**src/rtl/rf_wb_pkg.sv**
```systemverilog
// Shared types and constants for the register-file writeback path.
package rf_wb_pkg;

    localparam int unsigned RF_ADDR_W   = 4;
    localparam int unsigned RF_DATA_W   = 32;
    localparam int unsigned RF_NUM_REGS = 1 << RF_ADDR_W;

    // One buffered writeback: destination register and the value to write.
    typedef struct packed {
        logic [RF_ADDR_W-1:0] addr;
        logic [RF_DATA_W-1:0] data;
    } wb_entry_t;

endpackage

```
**src/rtl/wb_fifo.sv**
```systemverilog
// In-order FIFO of writeback entries. Exposes every slot plus a per-slot valid
// bit so the parent can scan in-flight writes for the pending mask and bypass.
module wb_fifo
    import rf_wb_pkg::*;
#(
    parameter int unsigned DEPTH = 4
) (
    input  logic                          clk_i,
    input  logic                          rst_ni,
    input  logic                          push_i,
    input  wb_entry_t                     push_entry_i,
    input  logic                          pop_i,
    output wb_entry_t                     head_o,
    output wb_entry_t [DEPTH-1:0]         entries_o,
    output logic [DEPTH-1:0]              valid_o,
    output logic [$clog2(DEPTH)-1:0]      rd_ptr_o,
    output logic [$clog2(DEPTH):0]        count_o
);

    localparam int unsigned PtrW = $clog2(DEPTH);
    localparam int unsigned CntW = PtrW + 1;

    wb_entry_t [DEPTH-1:0] mem_q;
    logic [PtrW-1:0]       rd_ptr_q, rd_ptr_d;
    logic [PtrW-1:0]       wr_ptr_q, wr_ptr_d;
    logic [CntW-1:0]       count_q, count_d;
    logic [PtrW-1:0]       offs [DEPTH];

    // Pointer and occupancy update; DEPTH is a power of two so pointers wrap naturally.
    always_comb begin
        rd_ptr_d = rd_ptr_q;
        wr_ptr_d = wr_ptr_q;
        if (push_i) begin
            wr_ptr_d = wr_ptr_q + PtrW'(1);
        end
        if (pop_i) begin
            rd_ptr_d = rd_ptr_q + PtrW'(1);
        end
        count_d = count_q + CntW'(push_i) - CntW'(pop_i);
    end

    // State registers; reset discards every buffered entry.
    always_ff @(posedge clk_i or negedge rst_ni) begin
        if (!rst_ni) begin
            rd_ptr_q <= '0;
            wr_ptr_q <= '0;
            count_q  <= '0;
            mem_q    <= '0;
        end else begin
            rd_ptr_q <= rd_ptr_d;
            wr_ptr_q <= wr_ptr_d;
            count_q  <= count_d;
            if (push_i) begin
                mem_q[wr_ptr_q] <= push_entry_i;
            end
        end
    end

    // A slot is valid when its distance from the head is below the occupancy.
    always_comb begin
        for (int i = 0; i < DEPTH; i++) begin
            offs[i]    = PtrW'(i) - rd_ptr_q;
            valid_o[i] = {1'b0, offs[i]} < count_q;
        end
    end

    assign head_o    = mem_q[rd_ptr_q];
    assign entries_o = mem_q;
    assign rd_ptr_o  = rd_ptr_q;
    assign count_o   = count_q;

endmodule

```
**src/rtl/reg_writeback_unit.sv**
```systemverilog
// Write-side companion to the 16x32 register file: arbitrates ALU/load
// writebacks into an in-order FIFO, drains one per cycle onto the write port
// and exports a pending mask of registers with writes in flight.
// Optional: define WB_BYPASS_EN to add two forwarding lookup ports.
module reg_writeback_unit
    import rf_wb_pkg::*;
#(
    parameter int unsigned DATA_W = RF_DATA_W,
    parameter int unsigned ADDR_W = RF_ADDR_W,
    parameter int unsigned DEPTH  = 4
) (
    input  logic                     clock,
    input  logic                     reset_n,
    input  logic                     alu_valid,
    output logic                     alu_ready,
    input  logic [ADDR_W-1:0]        alu_addr,
    input  logic [DATA_W-1:0]        alu_data,
    input  logic                     mem_valid,
    output logic                     mem_ready,
    input  logic [ADDR_W-1:0]        mem_addr,
    input  logic [DATA_W-1:0]        mem_data,
    input  logic                     hold,
    output logic                     rf_we,
    output logic [ADDR_W-1:0]        rf_addr,
    output logic [DATA_W-1:0]        rf_data,
    output logic [(1<<ADDR_W)-1:0]   pending,
    output logic [$clog2(DEPTH):0]   count
`ifdef WB_BYPASS_EN
    ,
    input  logic [ADDR_W-1:0]        byp_addr1,
    input  logic [ADDR_W-1:0]        byp_addr2,
    output logic                     byp_hit1,
    output logic                     byp_hit2,
    output logic [DATA_W-1:0]        byp_data1,
    output logic [DATA_W-1:0]        byp_data2
`endif
);

    localparam int unsigned PtrW = $clog2(DEPTH);
    localparam int unsigned CntW = PtrW + 1;

    logic                  pop;
    logic                  push;
    logic                  full_eff;
    wb_entry_t             push_entry;
    wb_entry_t             head;
    wb_entry_t [DEPTH-1:0] entries;
    logic [DEPTH-1:0]      valid;
    logic [PtrW-1:0]       rd_ptr;
    logic [CntW-1:0]       fifo_count;

    // Drain control and source arbitration; a same-cycle pop frees a slot,
    // and the load path wins because it belongs to the older instruction.
    always_comb begin
        pop        = (fifo_count != '0) && !hold;
        full_eff   = (fifo_count == CntW'(DEPTH)) && !pop;
        mem_ready  = !full_eff;
        alu_ready  = !full_eff && !mem_valid;
        push       = (mem_valid && mem_ready) || (alu_valid && alu_ready);
        push_entry = '0;
        if (mem_valid) begin
            push_entry.addr = mem_addr;
            push_entry.data = mem_data;
        end else begin
            push_entry.addr = alu_addr;
            push_entry.data = alu_data;
        end
    end

    wb_fifo #(
        .DEPTH (DEPTH)
    ) u_fifo (
        .clk_i        (clock),
        .rst_ni       (reset_n),
        .push_i       (push),
        .push_entry_i (push_entry),
        .pop_i        (pop),
        .head_o       (head),
        .entries_o    (entries),
        .valid_o      (valid),
        .rd_ptr_o     (rd_ptr),
        .count_o      (fifo_count)
    );

    // Register file write port: address/data forced to zero when idle.
    always_comb begin
        rf_we   = pop;
        rf_addr = '0;
        rf_data = '0;
        if (pop) begin
            rf_addr = head.addr;
            rf_data = head.data;
        end
    end

    // Pending mask covers every valid entry, including the head being written now.
    always_comb begin
        pending = '0;
        for (int i = 0; i < DEPTH; i++) begin
            if (valid[i]) begin
                pending[entries[i].addr] = 1'b1;
            end
        end
    end

    assign count = fifo_count;

`ifdef WB_BYPASS_EN
    logic [PtrW-1:0] age_idx [DEPTH];

    // Scan oldest to youngest so the youngest matching entry supplies the data.
    always_comb begin
        byp_hit1  = 1'b0;
        byp_hit2  = 1'b0;
        byp_data1 = '0;
        byp_data2 = '0;
        for (int k = 0; k < DEPTH; k++) begin
            age_idx[k] = rd_ptr + PtrW'(k);
            if (valid[age_idx[k]] && (entries[age_idx[k]].addr == byp_addr1)) begin
                byp_hit1  = 1'b1;
                byp_data1 = entries[age_idx[k]].data;
            end
            if (valid[age_idx[k]] && (entries[age_idx[k]].addr == byp_addr2)) begin
                byp_hit2  = 1'b1;
                byp_data2 = entries[age_idx[k]].data;
            end
        end
    end
`endif

endmodule

```
**config.mk**
```make
export PLATFORM = sky130hd
export DESIGN_NAME = reg_writeback_unit
export DESIGN_NICKNAME = d
export VERILOG_FILES = /design/src/rtl/rf_wb_pkg.sv /design/src/rtl/wb_fifo.sv /design/src/rtl/reg_writeback_unit.sv
export SDC_FILE = /design/constraint.sdc
export NUM_CORES = 1
export LEC_CHECK = 0
export CAP_MARGIN = 20
export CORE_MARGIN = 4
export CORE_UTILIZATION = 49
export CTS_BUF_LIST = sky130_fd_sc_hd__clkbuf_4 sky130_fd_sc_hd__clkbuf_8 sky130_fd_sc_hd__clkbuf_16
export CTS_CLUSTER_DIAMETER = 200
export CTS_CLUSTER_SIZE = 24
export DETAILED_ROUTE_END_ITERATION = 12
export PLACE_DENSITY_LB_ADDON = 0.3
export SKIP_LAST_GASP = 1
export SYNTH_ARGS = -nofsm -noshare
export SYNTH_HDL_FRONTEND = slang
export SYNTH_SLANG_ARGS = --single-unit
```
**constraint.sdc**
```tcl
create_clock -name clock -period 2.44 [get_ports clock]
set_input_delay 0.488 -clock clock [delete_from_list [all_inputs] [get_ports clock]]
set_output_delay 0.488 -clock clock [all_outputs]
set_load 0.05 [all_outputs]
```
======== Word-level counts from Yosys, hierarchy flattened ========
Cells that the tools add are included.
word-level totals
  bits in registers ....................... 151
  input port bits ......................... 77
  output and inout bits ................... 58
  word-level logic and storage cells ...... 74
operators by class
  add/sub/neg operators ................... 8
  order comparisons ....................... 15
  equality and inequality tests ........... 1
  muxes and demuxes ....................... 20
  bitwise gates (word level) .............. 3
  reduce and logical (&&, ||, !) cells .... 16
operators by type and width
  cell                                                                          count
  144-bit bitwise mux                                                           1
  36-bit 2-to-1 mux                                                             3
  36-bit binary-select mux with 2-bit select                                    1
  36-bit demux with 2-bit select                                                1
  16-bit 2-to-1 mux                                                             4
  16-bit bitwise OR                                                             3
  32-bit 2-to-1 mux                                                             1
  4-bit by 5-bit less-than comparator with 1-bit output, second input constant  4
  1-bit demux with 4-bit select                                                 4
  4-bit by 1-bit >= comparator with 1-bit output, second input constant         4
  2-bit by 3-bit less-than comparator with 1-bit output                         4
  1-bit logical AND                                                             10
  2-bit by 3-bit less-than comparator with 1-bit output, second input constant  2
  2-bit by 1-bit adder with 2-bit output, second input constant                 2
  1-bit zero test                                                               4
  1-bit 2-to-1 mux                                                              4
  4-bit 2-to-1 mux                                                              1
  1-bit by 2-bit subtractor with 2-bit output, first input constant             2
  2-bit subtractor, first input constant                                        2
  3-bit by 1-bit adder with 3-bit output                                        1
  3-bit equality test, second input constant                                    1
  3-bit nonzero test                                                            1
  3-bit by 1-bit subtractor with 3-bit output                                   1
  2-bit by 1-bit >= comparator with 1-bit output, second input constant         1
  1-bit logical OR                                                              1

======== Depth between registers and ports, before layout ========
  depth in word-level cells ............... 11
  gate-level depth with buffers ........... 11
  gate-level depth less buffers ........... 9

======== By module ========
A second synthesis with hierarchy kept.
second synthesis, totals
  cell total of the unflattened synthesis .. 560
  area total of the unflattened synthesis .. 8633.3 µm²
modules (own cells, without submodules)
  module              times used  cells an instance  area each (µm²)
  wb_fifo             1           398                7413.4
  reg_writeback_unit  1           162                1219.9

======== Worst setup path after synthesis ========
OpenSTA, ideal clock, no wires.
  path kind ............................... reg2out
  from .................................... register u_fifo.count_q[1] (netlist: u_fifo.count_o[1])
  to ...................................... output port pending[8]
  arrival time ............................ 2.620 ns
  data required time ...................... 1.952 ns
  slack ................................... -0.668 ns
  stages on the path, launching flop included .. 7
  path buffers ............................ 0
  cell sequence ........................... dfrtp_1 inv_1 ha_1 nor2b_1 a211oi_2 nand2_1 o211ai_1
on the way
  cells in the longest elaborated chain, start to end .. 8
ends and longest elaborated chain
  what                                                   line                       RTL
  start, declared                                        wb_fifo.sv:26              logic [CntW-1:0] count_q, count_d;
  start signal, assigned                                 wb_fifo.sv:52              count_q <= count_d;
  2-bit by 3-bit less-than comparator with 1-bit output  wb_fifo.sv:63              valid_o[i] = {1'b0, offs[i]} < count_q;
  16-bit 2-to-1 mux                                      reg_writeback_unit.sv:100  if (valid[i]) begin
  16-bit bitwise OR (no source line)                     n/a
  16-bit 2-to-1 mux                                      reg_writeback_unit.sv:100
  16-bit bitwise OR (no source line)                     n/a
  16-bit 2-to-1 mux                                      reg_writeback_unit.sv:100
  16-bit bitwise OR (no source line)                     n/a
  16-bit 2-to-1 mux *                                    reg_writeback_unit.sv:100
  end, declared                                          reg_writeback_unit.sv:26   output logic [(1<<ADDR_W)-1:0] pending,
Mark *: on every way between the ends. The rest lies on a longest branch, timed or not.

======== Final worst setup path ========
  from .................................... register u_fifo.rd_ptr_q[1] (netlist: u_fifo.rd_ptr_o[1])
  to ...................................... output port pending[9]
on the way
  cells in the longest elaborated chain, start to end .. 9
ends and longest elaborated chain
  what                                                   line                       RTL
  start, declared                                        wb_fifo.sv:24              logic [PtrW-1:0] rd_ptr_q, rd_ptr_d;
  start signal, assigned                                 wb_fifo.sv:50              rd_ptr_q <= rd_ptr_d;
  1-bit by 2-bit subtractor with 2-bit output            wb_fifo.sv:62              offs[i] = PtrW'(i) - rd_ptr_q;
  2-bit by 3-bit less-than comparator with 1-bit output  wb_fifo.sv:63
  16-bit 2-to-1 mux                                      reg_writeback_unit.sv:100
  16-bit bitwise OR (no source line)                     n/a
  16-bit 2-to-1 mux                                      reg_writeback_unit.sv:100
  16-bit bitwise OR (no source line)                     n/a
  16-bit 2-to-1 mux                                      reg_writeback_unit.sv:100
  16-bit bitwise OR (no source line)                     n/a
  16-bit 2-to-1 mux *                                    reg_writeback_unit.sv:100
Marked as above.

==> summary.md <==
| Metric | Value |
|---|---|
| Status | finished with violations |
| Violated checks | negative setup slack |
| Worst path cell trace | xnor2_2 -> ha_1 -> nor2b_4 -> a2111oi_4 -> a22oi_1 -> o211ai_1 -> buf_12 |
| Post-synth EDFFs | 0 |
| Power per cell area | 1650 nW/um^2 |
| Dominant register cell in the synthesized netlist | sky130_fd_sc_hd__dfrtp_1 |
| DRC violations left | 0 |
| Fraction of synthesis flops using an asynchronous set or reset pin | 1.00 |
| Initial antenna violation count | 0 |
| Combinational fraction of design power | 0.602 |
| Relative contribution of sequential cells to total power | 0.254 |
| Count of synthesis-stage warnings from yosys | 0 |
| Data required time of the critical path | 1.95 ns |
| Number of hold buffers added after CTS | 0 |
| Headroom to the max-slew limit | 0.543 |
| Number of global-route vias before repair | 6383 |
| Dominant cell by count in the synthesized netlist | sky130_fd_sc_hd__nand2_1 |
| Share of post-route cells with drive strength above 1 | 0.264 |
| Clock power frac | 0.144 |
| Number of nets in the layout | ~1000 |
| CTS Sinks | approximately 150 |
| Die width | between 100 and 150 um |
| Wire length of the first global-routing pass | roughly 34 mm |
| Crit path max fanout | 4 |
| Largest clock skew in the final design | approximately 0.011 ns |
| Worst-Margin Slew | 0.686 ns |
| Clock latency of the later-clocked register in the worst-skew pair | about 0.43 ns |
| Worst Path Arrival | 2.51 ns |
| Final wirelength | 20.8 mm |
| Capturing element type of the critical path | primary output |
| Number of fillers in the final layout | 1188 |
| Detailed router's first-iteration violation count | 384 |
| Floorplan Core Area | 16000 um^2 |
| Highest ir drop seen on vdd | 1.23 mV |
| Sequential element share of the synthesized area | 0.469 |
| Antenna-violating nets left | 0 |
| Cell at the slowest stage of the critical path | sky130_fd_sc_hd__a2111oi_4 |
| I/O pin count | 135 |
| Net Count, Synth | about 850 |
| Yosys top cell by area | sky130_fd_sc_hd__dfrtp_1 |
| Clock tree root buffer cell | sky130_fd_sc_hd__clkbuf_16 |
| Post-synth design cell area | roughly 8100 um^2 |
| H-tree depth reported by CTS | 4 |
| Timing-limited maximum frequency | 0.334 GHz |
| Clock transition time at the flip-flop clock pins of the worst setup and hold paths | about 0.07 ns |
| Gate count of the mapped netlist | 760 |
| Antenna diodes | 0 |
| Final min period | 3.00 ns |
| Area fraction of the dominant cell type after synthesis | 0.469 |
| Number of endpoints with negative hold slack in the final report | 0 |
| Static leakage | about 4.9 nW |
| Top cells by area, synth | sky130_fd_sc_hd__dfrtp_1 (47%), sky130_fd_sc_hd__mux4_2 (10%), sky130_fd_sc_hd__nand2_1 (7.9%) |
| IO Port Bufs | ~130 |
| Internal power | between 0.01 and 0.015 W |
| Detailed Place HPWL | 13.4 mm |
| Die Footprint | approximately 19000 um^2 |
| Number of standard-cell rows in the floorplan | 46 |
| Area growth, synth to finish | 39.2% |
| Category of the most critical setup path | reg -> out |
| Class of the tightest hold or removal check | in -> async |
| Largest net degree at the start of global routing | 59 |
| Flops & latches, synth | 151 |
| Share of the cycle needed by the critical path after routing | 1.23 |
| RSZ-0062 raised after global routing | true |
| Avg Synthesized Cell Area | approximately 11 um^2 |
| Power spent charging and discharging nets | 0.00787 W |
| TritonCTS clock tree | yes |
| Detailed-route vias per instance | 5.60 |
| Total count of max-transition violations in the final report | 0 |
| Height of the die | ~140 um |
| Nature of the critical path startpoint | flip-flop |
| CP peak stage delay | just over 0.5 ns |
| Post-Route Hold Slack | 0.0140 ns |
| Number of max-cap violations | 0 |
| Cts bufs inserted | 17 |
| Worst setup slack after layout | -0.556 ns |
| Total congestion overflow | 0 |
| Count of different cell masters after synthesis | 45 |
| Total iterations of the first detailed-routing run | 5 |
| Switching power share of the total | 0.426 |
| Starting Density | 0.504 |
| Post-Route Setup TNS | -13.13 ns |
| Final setup violating endpoints | 52 |
| Ranking of synthesized cells by instance count | sky130_fd_sc_hd__nand2_1 (169), sky130_fd_sc_hd__dfrtp_1 (151), sky130_fd_sc_hd__o21ai_0 (69) |
| Number of buffers on the longest clock path | 2 |
| Overall track demand over capacity in global routing | 0.233 |
| Average routed wire per standard cell | 18.4 um |
| Vias after detailed routing | 6327 |
| Placer's final routability congestion estimate | 0.897 |
[state kept, by name, indices dropped and copies added (netlist names)]
signal,count
u_fifo.entries_o,144
u_fifo.rd_ptr_o,2
u_fifo.wr_ptr_q,2
u_fifo.count_o,3
[area by class of cell]
cell class	instances	area [um^2]	share of cell area
multi-input combinational	539	4050	0.361
sequential	151	3780	0.338
timing repair buffer	177	2460	0.219
clock buffer	20	454	0.0405
tap	216	270	0.0241
clock inverter	12	144	0.0128
inverter	14	52.6	0.00469
[per-stage QoR]
stage | std cells | utilization | power (W) | instance area (um^2) | setup WS, ns
floorplan | 760 | - | 0.0112 | 8240 | -0.324
global placement | 1086 | 0.644 | 0.0148 | 10300 | 0.0315
detailed placement | 1086 | 0.644 | 0.0151 | 10300 | -0.00112
CTS | 1127 | 0.698 | 0.0184 | 11200 | -0.455
global route | 1129 | 0.701 | 0.0195 | 11200 | -0.624
finish | 1129 | 0.701 | 0.0185 | 11200 | -0.556
[power groups by stage]
stage | logic [W] | registers [W] | clock network (W)
after floorplan | 0.00689 | 0.00435 | 0
after global placement | 0.0102 | 0.00459 | 0
after detailed placement | 0.0104 | 0.00467 | 0
after CTS | 0.0111 | 0.00466 | 0.00269
after global routing | 0.0119 | 0.00484 | 0.00281
final | 0.0111 | 0.00470 | 0.00266
[critical path: cells and delay by family (launching register included)]
| family | cells | cell delay, ns |
|---|---|---|
| AND/OR/NAND/NOR | 1 | 0.17 |
| AO/OA/AOI/OAI | 3 | 0.85 |
| XOR/XNOR | 1 | 0.15 |
| flip-flops | 1 | 0.44 |
| buffers and inverters | 1 | 0.18 |
| adder cells (fa/ha/maj) | 1 | 0.28 |
[logic make-up (layout without fill, tap and decap cells)]
| family | after synthesis | after routing | synth area share |
|---|---|---|---|
| simple gates | 279 | 279 | 0.172 |
| compound gates | 171 | 171 | 0.130 |
| flops | 151 | 151 | 0.469 |
| mux | 72 | 72 | 0.145 |
| buf+inv | 70 | 223 | 0.0590 |
| fa+ha+maj | 11 | 11 | 0.0180 |
| xor+xnor | 6 | 6 | 0.00652 |
[layer usage]
metal | vias to the layer above | global-route usage | share of wire | routed length (um)
met2 | 208 | 0.385 | 0.51 | 10600
li1 | 2962 | - | - | -
met5 | - | 0 | 0 | 0
met4 | 0 | 0.0649 | 0.018 | 374
met1 | 3117 | 0.311 | 0.42 | 8760
met3 | 40 | 0.0529 | 0.052 | 1080
[repair_timing]
| item | CTS | global route |
|---|---|---|
| gates resized for setup | 28 | 6 |
| pin swaps | 5 | 16 |
| buffers inserted | 5 | 3 |
| setup endpoints to repair | 52 | 52 |
| gates cloned | 4 | 0 |
[path summary, 6_finish.rpt]
path / slack [ns] / cells after the start / from / to
max reg2reg: 0.19 / 9 / u_fifo.count_o[2] / u_fifo.count_o[2]
max in group asynchronous: 1.75 / 2 / reset_n / u_fifo.entries_o[88]
min reg2reg: 0.48 / 2 / u_fifo.entries_o[117] / u_fifo.entries_o[117]
max: -0.56 / 7 / u_fifo.rd_ptr_o[1] / pending[9]
min in group clock: 0.48 / 2 / u_fifo.entries_o[117] / u_fifo.entries_o[117]
min: 0.01 / 1 / reset_n / u_fifo.entries_o[134]
[placed cells by master (no fill, tap or decap), types with 5 or more instances in the layout]
master	Yosys	routed
sky130_fd_sc_hd__a22oi_2	0	10
sky130_fd_sc_hd__and2_1	37	25
sky130_fd_sc_hd__and2_4	0	12
sky130_fd_sc_hd__buf_12	0	66
sky130_fd_sc_hd__buf_4	12	26
sky130_fd_sc_hd__clkbuf_16	0	17
sky130_fd_sc_hd__clkdlybuf4s50_1	0	77
sky130_fd_sc_hd__dfrtp_1	151	146
sky130_fd_sc_hd__dfrtp_2	0	5
sky130_fd_sc_hd__ha_1	10	9
sky130_fd_sc_hd__inv_1	14	12
sky130_fd_sc_hd__mux2i_1	36	36
sky130_fd_sc_hd__mux4_2	36	36
sky130_fd_sc_hd__nand2_1	169	169
sky130_fd_sc_hd__nand3_1	19	10
sky130_fd_sc_hd__nand3_4	4	9
sky130_fd_sc_hd__nand4_1	8	8
sky130_fd_sc_hd__nor2_1	9	8
sky130_fd_sc_hd__nor2b_1	11	8
sky130_fd_sc_hd__o21ai_0	69	69
sky130_fd_sc_hd__o21ai_1	66	66
sky130_fd_sc_hd__o21ai_2	10	10
Power figures use the tool's default switching activity.
